## config.mk

```make
export PLATFORM = sky130hd
export DESIGN_NAME = instr_mem_loader_flat
export DESIGN_NICKNAME = d
export VERILOG_FILES = /design/src/rtl/instr_mem_loader_if.sv /design/src/rtl/instr_mem_loader.sv /design/src/flat_wrapper.sv
export SDC_FILE = /design/constraint.sdc
export NUM_CORES = 1
export LEC_CHECK = 0
export BUFFER_PORTS_ARGS = -buffer_cell sky130_fd_sc_hd__buf_2
export CORE_AREA = 5 5 97 121
export CTS_BUF_LIST = sky130_fd_sc_hd__clkbuf_8 sky130_fd_sc_hd__clkbuf_16
export CTS_CLUSTER_SIZE = 8
export DETAILED_ROUTE_END_ITERATION = 7
export DIE_AREA = 0 0 102 126
export PLACE_DENSITY = 0.75
export SLEW_MARGIN = 5
export SYNTH_ARGS = -nofsm -noshare
export SYNTH_HDL_FRONTEND = slang
export SYNTH_SLANG_ARGS = --single-unit
```

## constraint.sdc

```tcl
create_clock -name clk_i -period 6 [get_ports clk_i]
set_clock_uncertainty 0.15 [all_clocks]
set_input_delay 0.6 -clock clk_i [delete_from_list [all_inputs] [get_ports clk_i]]
set_output_delay 0.6 -clock clk_i [all_outputs]
set_load 0.01 [all_outputs]
```

## src/rtl/instr_mem_loader_if.sv

```systemverilog
// Write-direction req/gnt/rvalid memory bus between the program loader and the instruction sp_ram.
// Signal names keep the loader's port naming so traces line up with the core's memory port.
interface instr_mem_loader_if #(
   parameter int ADDR_WIDTH = 32
);
   logic                  mem_req_o;
   logic                  mem_gnt_i;
   logic                  mem_rvalid_i;
   logic [ADDR_WIDTH-1:0] mem_addr_o;
   logic                  mem_we_o;
   logic [3:0]            mem_be_o;
   logic [31:0]           mem_wdata_o;

   modport master (
      output mem_req_o, mem_addr_o, mem_we_o, mem_be_o, mem_wdata_o,
      input  mem_gnt_i, mem_rvalid_i
   );

   modport slave (
      input  mem_req_o, mem_addr_o, mem_we_o, mem_be_o, mem_wdata_o,
      output mem_gnt_i, mem_rvalid_i
   );
endinterface

```

## src/rtl/instr_mem_loader.sv

```systemverilog
// Packs a little-endian byte stream into 32-bit words and writes them to consecutive
// instruction-memory words; releases core fetch once the whole image is in place.
module instr_mem_loader #(
   parameter int          ADDR_WIDTH = 32,
   parameter logic [31:0] BASE_ADDR  = 32'h00000000,
   parameter int          NUM_WORDS  = 256
) (
   input  logic                clk_i,
   input  logic                rst_i,
   input  logic                start_i,
   input  logic [15:0]         len_i,
   input  logic                byte_valid_i,
   input  logic [7:0]          byte_data_i,
   output logic                byte_ready_o,
   instr_mem_loader_if.master  mem,
   output logic                busy_o,
   output logic                done_o,
   output logic                fetch_enable_o,
   output logic [15:0]         words_o
);

   localparam logic [2:0] S_IDLE    = 3'd0;
   localparam logic [2:0] S_COLLECT = 3'd1;
   localparam logic [2:0] S_REQ     = 3'd2;
   localparam logic [2:0] S_WAIT_RV = 3'd3;
   localparam logic [2:0] S_DONE    = 3'd4;

   localparam logic [15:0] MAX_WORDS = 16'(NUM_WORDS);

   logic [2:0]            state;
   logic [15:0]           len_q;
   logic [15:0]           words_q;
   logic [1:0]            byte_idx;
   logic [23:0]           asm_q;
   logic [31:0]           wdata_q;
   logic [15:0]           len_eff;
   logic [ADDR_WIDTH-1:0] addr_w;

   assign len_eff = (len_i > MAX_WORDS) ? MAX_WORDS : len_i;
   assign addr_w  = ADDR_WIDTH'(BASE_ADDR) + ADDR_WIDTH'({words_q, 2'b00});

   always_ff @(posedge clk_i) begin
      if (rst_i) begin
         state    <= S_IDLE;
         len_q    <= '0;
         words_q  <= '0;
         byte_idx <= '0;
         asm_q    <= '0;
         wdata_q  <= '0;
      end else begin
         case (state)
            S_COLLECT: begin
               if (byte_valid_i) begin
                  byte_idx <= byte_idx + 2'd1;
                  case (byte_idx)
                     2'd0: asm_q[7:0]   <= byte_data_i;
                     2'd1: asm_q[15:8]  <= byte_data_i;
                     2'd2: asm_q[23:16] <= byte_data_i;
                     default: begin
                        // wdata only moves on word completion so it holds outside REQ/WAIT_RV
                        wdata_q <= {byte_data_i, asm_q};
                        state   <= S_REQ;
                     end
                  endcase
               end
            end
            S_REQ: begin
               if (mem.mem_gnt_i) state <= S_WAIT_RV;
            end
            S_WAIT_RV: begin
               if (mem.mem_rvalid_i) begin
                  words_q <= words_q + 16'd1;
                  state   <= (words_q + 16'd1 == len_q) ? S_DONE : S_COLLECT;
               end
            end
            S_IDLE, S_DONE: begin
               if (start_i) begin
                  len_q    <= len_eff;
                  words_q  <= '0;
                  byte_idx <= '0;
                  state    <= (len_eff == 16'd0) ? S_DONE : S_COLLECT;
               end
            end
            default: state <= S_IDLE;
         endcase
      end
   end

   assign byte_ready_o    = (state == S_COLLECT);
   assign busy_o          = (state == S_COLLECT) || (state == S_REQ) || (state == S_WAIT_RV);
   assign done_o          = (state == S_DONE);
   assign fetch_enable_o  = (state == S_DONE);
   assign words_o         = words_q;

   assign mem.mem_req_o   = (state == S_REQ);
   assign mem.mem_we_o    = (state == S_REQ);
   assign mem.mem_be_o    = (state == S_REQ) ? 4'b1111 : 4'b0000;
   assign mem.mem_addr_o  = (state == S_REQ) ? addr_w : '0;
   assign mem.mem_wdata_o = wdata_q;

endmodule

```

## src/flat_wrapper.sv

```systemverilog
// flat-port wrapper written by rule: the top's interface ports become plain ports
module instr_mem_loader_flat 
#(
   parameter int          ADDR_WIDTH = 32,
   parameter logic [31:0] BASE_ADDR  = 32'h00000000,
   parameter int          NUM_WORDS  = 256
)
  (clk_i, rst_i, start_i, len_i, byte_valid_i, byte_data_i, byte_ready_o, busy_o, done_o, fetch_enable_o, words_o, mem_mem_req_o, mem_mem_addr_o, mem_mem_we_o, mem_mem_be_o, mem_mem_wdata_o, mem_mem_gnt_i, mem_mem_rvalid_i);
  instr_mem_loader_if #(.ADDR_WIDTH(ADDR_WIDTH)) mem_i ();
  input  logic clk_i;
  input  logic rst_i;
  input  logic start_i;
  input  logic [15:0] len_i;
  input  logic byte_valid_i;
  input  logic [7:0] byte_data_i;
  output logic byte_ready_o;
  output logic busy_o;
  output logic done_o;
  output logic fetch_enable_o;
  output logic [15:0] words_o;
  output wire logic [$bits(mem_i.mem_req_o)-1:0] mem_mem_req_o;
  output wire logic [$bits(mem_i.mem_addr_o)-1:0] mem_mem_addr_o;
  output wire logic [$bits(mem_i.mem_we_o)-1:0] mem_mem_we_o;
  output wire logic [$bits(mem_i.mem_be_o)-1:0] mem_mem_be_o;
  output wire logic [$bits(mem_i.mem_wdata_o)-1:0] mem_mem_wdata_o;
  input wire logic [$bits(mem_i.mem_gnt_i)-1:0] mem_mem_gnt_i;
  input wire logic [$bits(mem_i.mem_rvalid_i)-1:0] mem_mem_rvalid_i;
  assign mem_mem_req_o = mem_i.mem_req_o;
  assign mem_mem_addr_o = mem_i.mem_addr_o;
  assign mem_mem_we_o = mem_i.mem_we_o;
  assign mem_mem_be_o = mem_i.mem_be_o;
  assign mem_mem_wdata_o = mem_i.mem_wdata_o;
  assign mem_i.mem_gnt_i = mem_mem_gnt_i;
  assign mem_i.mem_rvalid_i = mem_mem_rvalid_i;
  instr_mem_loader #(.ADDR_WIDTH(ADDR_WIDTH), .BASE_ADDR(BASE_ADDR), .NUM_WORDS(NUM_WORDS)) u_core (.clk_i(clk_i), .rst_i(rst_i), .start_i(start_i), .len_i(len_i), .byte_valid_i(byte_valid_i), .byte_data_i(byte_data_i), .byte_ready_o(byte_ready_o), .mem(mem_i), .busy_o(busy_o), .done_o(done_o), .fetch_enable_o(fetch_enable_o), .words_o(words_o));
endmodule
```

==> out/results.txt <==
TritonCTS clock tree: yes
Post-synthesis cell count: 553
Status: finished, final reports clean
Setup Fix Bufs, Post-CTS: 0
Number of buffers created by CTS: 9
Clk buf depth: 2
Int Power: 0.990 mW
Combinational fraction of design power: 13.6%
CP peak stage delay: 0.85 ns
PostCTS Resize Cnt: 0
Peak Freq: 316 MHz
Slew HR: 27.0%
Total power: 1.39 mW
Hold Path Class: reg -> reg
Max VDD drop: 147 µV
CP top delay family: simple AND/OR/NAND/NOR gates
Leakage: 2.04 nW
Crit path buffers/inverters: 0
Syn Area/Cell: 7.93 µm²
Final Cycle Share: 52.8%
Core area: 10,500 µm²
Share of synthesized flip-flops with an asynchronous set or reset: 0%
Critical Path Fanout Max: 32
Place WS: 2.83 ns
NetSw: 0.398 mW
Latest clock arrival within the worst-skew pair: 0.35 ns
Mapped Area: 4380 µm²
Largest net degree at the start of global routing: 89
Worst-margin pin slew: 1.10 ns
WL/cell: 14.9 µm
CP Launch Type: flop
Num ports: 120
Post-CTS Hold Fix Bufs: 0
YS warnings: 0
CTS clock-pin slew for the worst setup and hold paths: 0.07 ns
ANT nets after route: 0
Vias in the first global route: 3,710
NumNets Final: 657
EDFF count, synth: 0
Commonest non-fill, non-tap cell in the layout: buf_2
Worst Setup End Kind: flop
First-pass GRT wire length: 18.0 mm
Setup tns final: 0 ns
Share of layout cells above drive strength 1: 21.5%
Chip height: 126 µm
Yosys top cell by area: dfxtp_1
CP most frequent cell: nand2_1
Post-synthesis sequential area ratio: 42.5%
CP arrival: 3.21 ns
Hold_ws: 0.298 ns
Gr ovfl total: 0
Sequential power share: 46.6%
Most frequent cells in the layout: 103 x buf_2, 102 x nand2_1, 93 x dfxtp_1
CP max stage cell: nand2_1
Predominant post-synthesis flop cell: dfxtp_1
Finished Cell Area: 5100 µm²
Post-placement cell area: 4800 µm²
Critical-path cell list: nor3b_1 > and2_1 > nand2_1 > nand2_1 > a21oi_1
Maxcap violations: 0
Final setup vio count: 0
H-tree levels: 3
Initial DRT Pass Iterations: 5
GP Congestion: 0.946
Pwr dens: 272 nW/µm²
Clk pwr share: 39.8%
Sw frac: 28.7%
DRC viols: 0
Clock root buffer: clkbuf_16
Full die area: 12,900 µm²
Vias/cell: 5.31
# rows: 42
Crit Path Class: reg -> reg
Area Growth Syn to Fin: 16.3%
RSZ-0062 raised after global routing: false
Detailed placement HPWL: 8.13 mm
Final Max Tran Viols: 0
Routed WL: 11.3 mm
Synth Register Bits: 93
Number of diodes: 0
Synth top area cells: dfxtp_1 42%, nand2_1 8.7%, a21oi_1 8.1%
Total GRT Usage: 17.3%
Post-synth cell types: 49
Antenna violations before repair: 0
Final period demand of the worst path: 3.17 ns
Setup WS post-layout: 2.83 ns
Share of the synthesized area in the top cell type: 42.5%
Clock sink count: 93
Die Wd: 102 µm
DR vias: 4,027
PortBufs: 103
Violation count after the first detailed-routing iteration: 214
Initial Util: 41.9%
Final Hold Vio Count: 0
Data required time of the worst path: 6.04 ns
path summary, 6_finish.rpt:
| path | from | end | slack [ns] | cells past startpoint |
|---|---|---|---|---|
| max | u_core.state[0] | u_core.mem.mem_wdata_o[13] | 2.83 | 5 |
| min | u_core.mem.mem_wdata_o[20] | u_core.mem.mem_wdata_o[20] | 0.30 | 2 |
| max reg2reg | u_core.state[0] | u_core.mem.mem_wdata_o[13] | 2.83 | 5 |
| min reg2reg | u_core.mem.mem_wdata_o[20] | u_core.mem.mem_wdata_o[20] | 0.30 | 2 |
sequential cells by signal, summed over array words and instances, names as in the netlist:
signal	cells
u_core.asm_q	24
u_core.byte_idx	2
u_core.len_q	16
u_core.mem.mem_wdata_o	32
u_core.state	3
u_core.words_o	16
cell type report:
| class | instances | area, µm² |
|---|---|---|
| multi-input combinational | 410 | 2230 |
| clock buffer | 10 | 239 |
| timing repair buffer | 105 | 531 |
| tap | 132 | 165 |
| fill | 1008 | 5360 |
| clock inverter | 6 | 53.8 |
| inverter | 3 | 11.3 |
| sequential | 93 | 1860 |
power groups by stage:
stage          Clock [mW]  Sequential (mW)  Combinational (mW)
2_1_floorplan           0            0.651               0.156
3_3_place_gp            0            0.659               0.183
3_5_place_dp            0            0.660               0.186
4_1_cts             0.564            0.646               0.187
5_1_grt             0.583            0.649               0.208
6_report            0.553            0.647               0.188
routing by layer:
layer  share of wire [%]  global-route usage (%)
met1                  41                    21.8
met2                  50                    28.4
met3                 7.2                    2.93
met4                 2.4                    7.64
met5                   0                       0
worst reg2reg max path: cells and delay by family (launching register included):
| family | cells | cell delay [ns] |
|---|---|---|
| flops | 1 | 0.46 |
| simple gates | 4 | 2.32 |
| compound gates | 1 | 0.09 |
per-stage QoR:
stage	std cells	util, %
after detailed placement	743	45.9
after global routing	759	48.7
after floorplan	568	-
final	759	48.7
after global placement	743	45.9
after CTS	759	48.7
synth_stat cells (5+ instances only):
master and n:
dfxtp_1 93, nor3_1 5, clkbuf_1 29, ha_1 5, a21oi_1 71, a22oi_1 8
buf_4 24, a211oi_1 6, nand3_1 36, o211ai_1 7, xor2_1 8, nor2_1 39
nand2_1 102, and2_1 26, xnor2_1 15, a311oi_1 5, o21ai_0 8, buf_2 6
cells by family after synthesis:
logic type	synth area share, %
AND/OR/NAND/NOR	27.1
buffers and inverters	7.82
AO/OA/AOI/OAI	16.5
other	0.0856
adder cells (fa/ha/maj)	1.43
flip-flops	42.5
XOR/XNOR	4.60
Power figures use the tool's default switching activity.
